File: src/rtl/hex_arb_pkg.sv
// Shared types and helpers for the HEX display arbiter and its round-robin picker.
package hex_arb_pkg;

    localparam int DIGIT_W_DEFAULT = 16;
    localparam logic [DIGIT_W_DEFAULT-1:0] BLANK_WORD = 16'h0000;

    typedef enum logic {
        IDLE  = 1'b0,
        OWNED = 1'b1
    } arb_state_t;

    // Bits needed to hold values 0..n-1; never less than one bit.
    function automatic int cnt_width(input int n);
        return (n > 2) ? $clog2(n) : 1;
    endfunction

endpackage

File: src/rtl/hex_display_arbiter_rr_pick.sv
// Combinational round-robin priority encoder: first asserted request after
// index 'last', wrapping around, with 'last' itself considered at the end.
module rr_pick
    import hex_arb_pkg::*;
#(
    parameter int NUM_REQ = 3
) (
    input  logic [NUM_REQ-1:0]            req,
    input  logic [cnt_width(NUM_REQ)-1:0] last,
    output logic                          valid,
    output logic [cnt_width(NUM_REQ)-1:0] pick
);

    localparam int IW = cnt_width(NUM_REQ);

    logic [IW-1:0] idx;

    always_comb begin
        valid = 1'b0;
        pick  = '0;
        idx   = '0;
        for (int i = 1; i <= NUM_REQ; i++) begin
            idx = IW'((int'(last) + i) % NUM_REQ);
            if (!valid && req[idx]) begin
                valid = 1'b1;
                pick  = idx;
            end
        end
    end

endmodule

File: src/rtl/hex_display_arbiter.sv
// Time-sliced round-robin owner of the HEX digit bank: grants one requester,
// registers its digit word to the decoders and rotates on release or slice expiry.
module hex_display_arbiter
    import hex_arb_pkg::*;
#(
    parameter int NUM_REQ      = 3,
    parameter int DIGIT_W      = DIGIT_W_DEFAULT,
    parameter int SLICE_CYCLES = 25000000
) (
    input  logic                       Clk,
    input  logic                       Reset,
    input  logic [NUM_REQ-1:0]         req,
    input  logic [NUM_REQ-1:0]         lock,
    input  logic [NUM_REQ*DIGIT_W-1:0] data,
    output logic [NUM_REQ-1:0]         grant,
    output logic [DIGIT_W-1:0]         hex_digits_out,
    output logic                       blank,
    output logic                       slice_expired
);

    localparam int IW = cnt_width(NUM_REQ);
    localparam int CW = cnt_width(SLICE_CYCLES);

    localparam logic [CW-1:0]      CNT_MAX   = CW'(SLICE_CYCLES - 1);
    localparam logic [IW-1:0]      LAST_INIT = IW'(NUM_REQ - 1);
    localparam logic [NUM_REQ-1:0] ONE_HOT0  = NUM_REQ'(1);
    localparam logic [DIGIT_W-1:0] BLANK     = DIGIT_W'(BLANK_WORD);

    arb_state_t         state, state_next;
    logic [IW-1:0]      last_owner, last_owner_next;
    logic [CW-1:0]      slice_cnt, slice_cnt_next;
    logic [NUM_REQ-1:0] grant_next;
    logic [DIGIT_W-1:0] hex_next;
    logic               expired_next;

    logic               pick_valid;
    logic [IW-1:0]      pick_idx;
    logic               owner_req;
    logic               owner_lock;
    logic               others_waiting;
    logic               slice_done;

    rr_pick #(
        .NUM_REQ(NUM_REQ)
    ) u_rr_pick (
        .req  (req),
        .last (last_owner),
        .valid(pick_valid),
        .pick (pick_idx)
    );

    // While OWNED, last_owner is the current owner, so it indexes its req/lock bits.
    assign owner_req      = req[last_owner];
    assign owner_lock     = lock[last_owner];
    assign others_waiting = |(req & ~grant);
    assign slice_done     = (slice_cnt == CNT_MAX);

    always_comb begin
        state_next      = state;
        grant_next      = grant;
        last_owner_next = last_owner;
        slice_cnt_next  = slice_cnt;
        expired_next    = 1'b0;
        hex_next        = BLANK;
        case (state)
            IDLE: begin
                if (pick_valid) begin
                    state_next      = OWNED;
                    grant_next      = ONE_HOT0 << pick_idx;
                    last_owner_next = pick_idx;
                    slice_cnt_next  = '0;
                end
            end
            OWNED: begin
                hex_next = data[int'(last_owner)*DIGIT_W +: DIGIT_W];
                if (!owner_req) begin
                    // A release takes priority over expiry, so no pulse here.
                    if (pick_valid) begin
                        grant_next      = ONE_HOT0 << pick_idx;
                        last_owner_next = pick_idx;
                    end else begin
                        state_next = IDLE;
                        grant_next = '0;
                        hex_next   = BLANK;
                    end
                    slice_cnt_next = '0;
                end else if (slice_done && !owner_lock && others_waiting) begin
                    grant_next      = ONE_HOT0 << pick_idx;
                    last_owner_next = pick_idx;
                    slice_cnt_next  = '0;
                    expired_next    = 1'b1;
                end else if (!slice_done) begin
                    slice_cnt_next = slice_cnt + 1'b1;
                end
            end
            default: begin
                state_next = IDLE;
                grant_next = '0;
            end
        endcase
    end

    always_ff @(posedge Clk) begin
        if (Reset) begin
            state          <= IDLE;
            grant          <= '0;
            last_owner     <= LAST_INIT;
            slice_cnt      <= '0;
            slice_expired  <= 1'b0;
            blank          <= 1'b1;
            hex_digits_out <= BLANK;
        end else begin
            state          <= state_next;
            grant          <= grant_next;
            last_owner     <= last_owner_next;
            slice_cnt      <= slice_cnt_next;
            slice_expired  <= expired_next;
            blank          <= (state_next == IDLE);
            hex_digits_out <= hex_next;
        end
    end

endmodule

File: config.mk
export PLATFORM = sky130hd
export DESIGN_NAME = hex_display_arbiter
export DESIGN_NICKNAME = d
export VERILOG_FILES = /design/src/rtl/hex_arb_pkg.sv /design/src/rtl/hex_display_arbiter_rr_pick.sv /design/src/rtl/hex_display_arbiter.sv
export SDC_FILE = /design/constraint.sdc
export NUM_CORES = 1
export LEC_CHECK = 0
export BUFFER_PORTS_ARGS = -buffer_cell sky130_fd_sc_hd__buf_4
export CORE_MARGIN = 5
export CORE_UTILIZATION = 57
export DETAILED_ROUTE_END_ITERATION = 12
export PLACE_DENSITY = 0.85
export SLEW_MARGIN = 5
export SYNTH_ARGS = -nofsm -noshare
export SYNTH_HDL_FRONTEND = slang
export SYNTH_HIERARCHICAL = 1
export SYNTH_SLANG_ARGS = --single-unit
File: constraint.sdc
create_clock -name Clk -period 4.9 [get_ports Clk]
set_input_delay 0.49 -clock Clk [delete_from_list [all_inputs] [get_ports Clk]]
set_output_delay 0.49 -clock Clk [all_outputs]
set_load 0.02 [all_outputs]
==> results.sh, run 1 <==
export IMPL_hold_viol_final=0
export IMPL_synthTopCellsByArea="dfxtp_1, mux2i_1, a21oi_1, nor2_1, a311oi_2"
export IMPL_ctsHoldBuffers=0
export IMPL_hp_class="in2reg"
export IMPL_timing_worst_setup_path_type="reg2reg"
export IMPL_drt_wl_total_um=7851
export IMPL_timing_final_ws_setup_ns=1.678
export IMPL_dp_hpwl_um=5769
export IMPL_ys_seq_area_share_pct=34.10
export IMPL_cts_tree="done"
export IMPL_finalCriticalPeriod_ns=3.222
export IMPL_critPathMaxFanout=25
export IMPL_clkLatencyLatePin_ns=0.31
export IMPL_syn_num_nets=398
export IMPL_syn_to_final_growth_pct=23.01
export IMPL_synth_area_mm2=0.002877
export IMPL_synth_seq_cells=49
export IMPL_num_rows=25
export IMPL_io_pins=77
export IMPL_crit_slowest_cell="dfxtp_1"
export IMPL_critPathBufInv=0
export IMPL_cp_cell_sequence="ha_1, maj3_2, a21oi_1, or2_2, o21ai_1, or4_1, a21oi_1"
export IMPL_fin_util_pct=73.45
export IMPL_avgSynthCellArea_um2=8.485
export IMPL_clock_fmax_mhz=310.3
export IMPL_dr_total_vias=2823
export IMPL_grt_pass1_wl_um=12530
export IMPL_synthCells=339
export IMPL_yosysTopAreaCellShare_pct=34.10
export IMPL_start_util_pct=59.71
export IMPL_num_antenna_cells=0
export IMPL_cts_buffers=5
export IMPL_critPathTopFamily="flip-flops"
export IMPL_fin_crit_sh_pct=65.76
export IMPL_synth_ff_type="dfxtp_1"
export IMPL_seq_area_um2=980.9
export IMPL_yosys_area_top_type="dfxtp_1"
export IMPL_via_per_inst=5.994
export IMPL_place_inst=463
export IMPL_layout_cells_most_common_list="buf_4, dfxtp_1, a21oi_1"
export IMPL_holdWs_ns=0.3991
export IMPL_core_area_mm2=0.004817
export IMPL_cp_data_required_time_ns=5.15
export IMPL_drc_errors=0
export IMPL_grt_use_total_pct=24.29
export IMPL_crit_arrival_ns=3.47
export IMPL_dieArea_mm2=0.006567
export IMPL_cts_max_path_buffers=2
export IMPL_tns_ns=0
export IMPL_setup_viol=0
export IMPL_place_gp_congestion=0.8827
export IMPL_wl_per_cell_um=16.67
export IMPL_fp_dieH_um=81.04
export IMPL_critPathMaxStageDelay_ns=0.91
export IMPL_grt_pass1_vias=2565
export IMPL_io_buffers=76
export IMPL_async_reset_ff_share_pct=0
export IMPL_htreeDepth=2
export IMPL_yosysWarnings=6
export IMPL_multi_input_area_mm2=0.001749
export IMPL_ant_nets=0
export IMPL_power_density_mw_per_mm2=410.5
export IMPL_worstSetupEndpointType="register"
export IMPL_synth_edf_count=0
export IMPL_cts_resized=0
export IMPL_grt_antenna_before_repair=0
export IMPL_postCtsSetupRepairBufs=0
export IMPL_clock_sinks=49
export IMPL_stdcell_count=471
export IMPL_vdd_drop_max_mv=0.1943
export IMPL_final_common_cell="buf_4"
export IMPL_first_iter_violations=264
export IMPL_grt_ovfl_total=0
export IMPL_final_nets=462
export IMPL_worst_pin_slew_ns=1.102
export IMPL_status="complete, no violations"
export IMPL_dieWidth_um=81.04
export IMPL_ys_types=59
export IMPL_clk_pin_slew_ns=0.09
export IMPL_finalClockSkew_ns=0.004340
export IMPL_first_pass_iters=4
export IMPL_finalMaxSlewViolations=0
export IMPL_leakagePower_nw=1.341
export IMPL_grt_max_degree=27
export IMPL_rsz0062_at_grt="false"
export IMPL_clockRootBuffer="clkbuf_8"
export IMPL_maxCapViolCount=0
export IMPL_drive_gt1_share_pct=27.97
export IMPL_layout_filler_cells=385
export IMPL_dp_slack_ns=1.816
export IMPL_crit_top_cell="a21oi_1"
export IMPL_relSlewSlack_pct=26.04
export IMPL_cp_start_kind="register"
[synthesized netlist by cell type (3+ instances only)]
| cell | n |
|---|---|
| inv_1 | 10 |
| nand4_1 | 9 |
| mux2i_1 | 23 |
| a311oi_2 | 6 |
| dfxtp_1 | 49 |
| buf_6 | 3 |
| a21oi_1 | 41 |
| o21ai_1 | 3 |
| or4_1 | 7 |
| nor3_1 | 4 |
| o21ai_0 | 7 |
| nor2_1 | 40 |
| nand3_1 | 11 |
| nand2_1 | 18 |
| nand2b_1 | 11 |
| a31oi_1 | 3 |
| and4_1 | 6 |
| buf_2 | 6 |
| o31ai_1 | 7 |
| nand3b_1 | 6 |
| nor2b_1 | 3 |
| ha_1 | 3 |
| clkbuf_1 | 12 |
| nor4_1 | 3 |
| and3_1 | 5 |
[layer usage]
| layer | share of wire [%] | up-vias | track usage, % |
|---|---|---|---|
| met5 | 0 | - | 0 |
| met4 | 1.7 | 0 | 7.432 |
| met3 | 5.4 | 12 | 5.543 |
| met2 | 50 | 92 | 37.36 |
| met1 | 43 | 1322 | 33.74 |
| li1 | - | 1397 | - |
[power breakdown]
group          leakage (nW)  internal, W  switching, W
Combinational         0.889     0.000273      0.000409
Sequential            0.398     0.000448     0.0000539
Clock                0.0542     0.000128      0.000141
Total                  1.34     0.000848      0.000604
[registers in the layout, indices dropped and copies added (netlist names)]
| signal | count |
|---|---|
| hex_digits_out | 16 |
| state | 1 |
| blank | 1 |
| slice_expired | 1 |
| last_owner | 2 |
| slice_cnt | 25 |
| grant | 3 |
[path summary, 6_finish.rpt]
check,slack [ns],end,from,cells past startpoint
worst max register to register,1.68,slice_cnt[13]$_SDFFE_PP0P_,last_owner[1]$_SDFFE_PP1P_,7
worst min-delay path,0.40,hex_digits_out[12]$_SDFF_PP0_,data[44],3
worst max-delay path,1.68,slice_cnt[13]$_SDFFE_PP0P_,last_owner[1]$_SDFFE_PP1P_,7
worst min register to register,0.49,slice_cnt[14]$_SDFFE_PP0P_,slice_cnt[14]$_SDFFE_PP0P_,2
[final cells by class]
type / instances / area share, %
clock buffer: 7 / 2.723
tap: 67 / 2.369
clock inverter: 1 / 0.1414
sequential: 49 / 27.72
inverter: 10 / 1.061
timing repair buffer: 78 / 16.55
multi-input combinational: 259 / 49.43
[stage by stage]
stage	cell area (µm²)	total power, W
after floorplan	2877	0.001001
after global placement	3437	0.001158
after detailed placement	3437	0.001177
after global routing	3538	0.001540
final	3538	0.001452
after CTS	3538	0.001445
[logic make-up (layout without fill, tap and decap cells)]
kind of cell	after synthesis	in the layout	share of synthesized area, %
compound gates	90	90	22.79
fa+ha+maj	4	4	1.697
buf+inv	31	96	5.089
flops	49	49	34.10
mux	23	23	8.003
simple gates	142	142	28.32
[worst reg2reg max path, cell delays in order (launching register included)]
cell	delay, ns
dfxtp_1	0.91
ha_1	0.45
maj3_2	0.34
a21oi_1	0.25
or2_2	0.22
o21ai_1	0.26
or4_1	0.57
a21oi_1	0.14
No activity file was read; power rests on OpenSTA's default activity.
==> run 2, diff against run 1 <==
Settings changed: CORE_UTILIZATION 57 to 48, PLACE_DENSITY 0.85 to 0.76.
Clock period 4.9 ns to 2.63 ns, I/O delays scaled along.
==> run 2 against run 1 <==
Worst setup slack worse by 1.5 ns. Core utilization is 12 points lower. Cell area is 2.2% higher. Sequential cell count stayed put. Global-route usage is 4.7 points lower.
==> results.sh, run 2 (synthesized netlist as in run 1, its figures left out) <==
export IMPL_worst_pin_slew_ns=0.6695
export IMPL_min_to="hex_digits_out[1]$_SDFF_PP0_"
export IMPL_num_rows=28
export IMPL_tns_ns=0
export IMPL_htreeDepth=2
export IMPL_wl_per_cell_um=15.45
export IMPL_core_area_mm2=0.005886
export IMPL_worstSetupEndpointType="register"
export IMPL_dieWidth_um=87.41
export IMPL_cts_tree="done"
export IMPL_cp_start_kind="register"
export IMPL_cp_data_required_time_ns=2.86
export IMPL_start_util_pct=48.87
export IMPL_dp_hpwl_um=5749
export IMPL_relSlewSlack_pct=55.37
export IMPL_finalClockSkew_ns=0.005238
export IMPL_maxCapViolCount=0
export IMPL_finalCriticalPeriod_ns=2.430
export IMPL_r2r_end="slice_cnt[11]$_SDFFE_PP0P_"
export IMPL_final_nets=470
export IMPL_dieArea_mm2=0.007641
export IMPL_finalMaxSlewViolations=0
export IMPL_dp_slack_ns=0.007734
export IMPL_r2r_setup_slack_ns=0.20
export IMPL_ff2ff_path_depth=10
export IMPL_cts_buffers=5
export IMPL_first_pass_iters=4
export IMPL_clock_sinks=49
export IMPL_grt_use_total_pct=19.64
export IMPL_grt_ovfl_total=0
export IMPL_place_gp_congestion=0.8291
export IMPL_clk_pin_slew_ns=0.09
export IMPL_holdWs_ns=0.1866
export IMPL_crit_arrival_ns=2.66
export IMPL_status="complete, no violations"
export IMPL_drive_gt1_share_pct=30.10
export IMPL_place_inst=479
export IMPL_io_buffers=76
export IMPL_critPathMaxFanout=6
export IMPL_placed_area_mm2=0.003507
export IMPL_layout_cells_most_common_list="buf_4, dfxtp_1, nor2_1"
export IMPL_clockRootBuffer="clkbuf_8"
export IMPL_fp_dieH_um=87.41
export IMPL_regMostFlops="slice_cnt"
export IMPL_clkLatencyLatePin_ns=0.30
export IMPL_rsz0062_at_grt="false"
export IMPL_design_area_mm2=0.003616
export IMPL_io_pins=77
export IMPL_hold_viol_final=0
export IMPL_worstReg2RegStart="last_owner[0]$_SDFFE_PP0P_"
export IMPL_clock_fmax_mhz=411.5
export IMPL_num_antenna_cells=0
export IMPL_stdcell_count=487
export IMPL_hold_depth=3
export IMPL_grt_pass1_wl_um=12370
export IMPL_hp_class="in2reg"
export IMPL_dr_total_vias=2813
export IMPL_reg_top3="slice_cnt (25), hex_digits_out (16), grant (3)"
export IMPL_min_from="data[33]"
export IMPL_drc_errors=0
export IMPL_timing_final_ws_setup_ns=0.2001
export IMPL_fin_crit_sh_pct=92.39
export IMPL_via_per_inst=5.776
export IMPL_largest_reg_flops=25
export IMPL_syn_to_final_growth_pct=25.71
export IMPL_setup_viol=0
export IMPL_final_common_cell="buf_4"
export IMPL_grt_antenna_before_repair=0
export IMPL_ant_nets=0
export IMPL_postCtsSetupRepairBufs=0
export IMPL_cts_max_path_buffers=2
export IMPL_vdd_drop_max_mv=0.5408
export IMPL_leakagePower_nw=1.368
export IMPL_grt_max_degree=27
export IMPL_grt_pass1_vias=2712
export IMPL_timing_worst_setup_path_type="reg2reg"
export IMPL_first_iter_violations=174
export IMPL_power_density_mw_per_mm2=746.4
export IMPL_drt_wl_total_um=7525
-- run 2: cell count changes in the layout (fill, tap and decap cells not counted), sizes merged --
cell      before  now
buf           78   86
clkinvlp       0    2
clkbuf         7    6
clkinv         1    0
-- run 2: final cells by class --
class | count | area, µm²
fillers | 509 | 2270
multi-input cells | 259 | 1770
flip-flops and latches | 49 | 980.9
repair buffers | 86 | 645.6
well taps | 75 | 93.84
clock buffers | 6 | 72.57
inverters | 10 | 37.54
clock inverters | 2 | 15.01
-- run 2: what timing repair did --
action,CTS,global route
hold buffers,0,0
endpoints found under the setup margin,3,24
gates resized for setup,1,4
-- run 2: power by group --
part           switching [W]  internal, W
Combinational       0.000812     0.000553
Sequential         0.0000565     0.000834
Clock               0.000255     0.000188
Total                0.00112      0.00158
-- run 2: worst max-delay path by stage --
stage,startpoint,end,depth (start not counted),slack [ns]
5_1_grt,last_owner[0]$_SDFFE_PP0P_,slice_cnt[13]$_SDFFE_PP0P_,10,0.02
6_report,last_owner[0]$_SDFFE_PP0P_,slice_cnt[11]$_SDFFE_PP0P_,10,0.20
3_5_place_dp,last_owner[0]$_SDFFE_PP0P_,slice_cnt[13]$_SDFFE_PP0P_,8,0.008
2_1_floorplan,last_owner[0]$_SDFFE_PP0P_,slice_cnt[8]$_SDFFE_PP0P_,10,0.22
3_3_place_gp,last_owner[0]$_SDFFE_PP0P_,slice_cnt[13]$_SDFFE_PP0P_,8,0.09
4_1_cts,last_owner[0]$_SDFFE_PP0P_,slice_cnt[8]$_SDFFE_PP0P_,10,0.08
-- run 2: metrics by stage --
step	total power [W]	utilization (%)
floorplan	0.001865	-
global placement	0.002220	59.59
detailed placement	0.002250	59.59
CTS	0.002701	61.14
global route	0.002892	61.44
finish	0.002699	61.44
-- run 2: critical path: stages, from the launching register on --
cell and delay [ns]:
dfxtp_1 0.37, inv_1 0.06, ha_1 0.37, o32a_1 0.36, o21ai_1 0.15, a21oi_2 0.07
or2_2 0.32, buf_4 0.16, a21oi_2 0.21, o211ai_1 0.14, mux2i_1 0.15
-- run 2: layer usage --
| metal | global-route usage, % | wire length [µm] | up-vias |
|---|---|---|---|
| li1 | - | - | 1407 |
| met1 | 24.83 | 3239 | 1329 |
| met2 | 34.18 | 3856 | 66 |
| met3 | 3.406 | 299 | 11 |
| met4 | 5.300 | 129 | 0 |
| met5 | 0 | 0 | - |
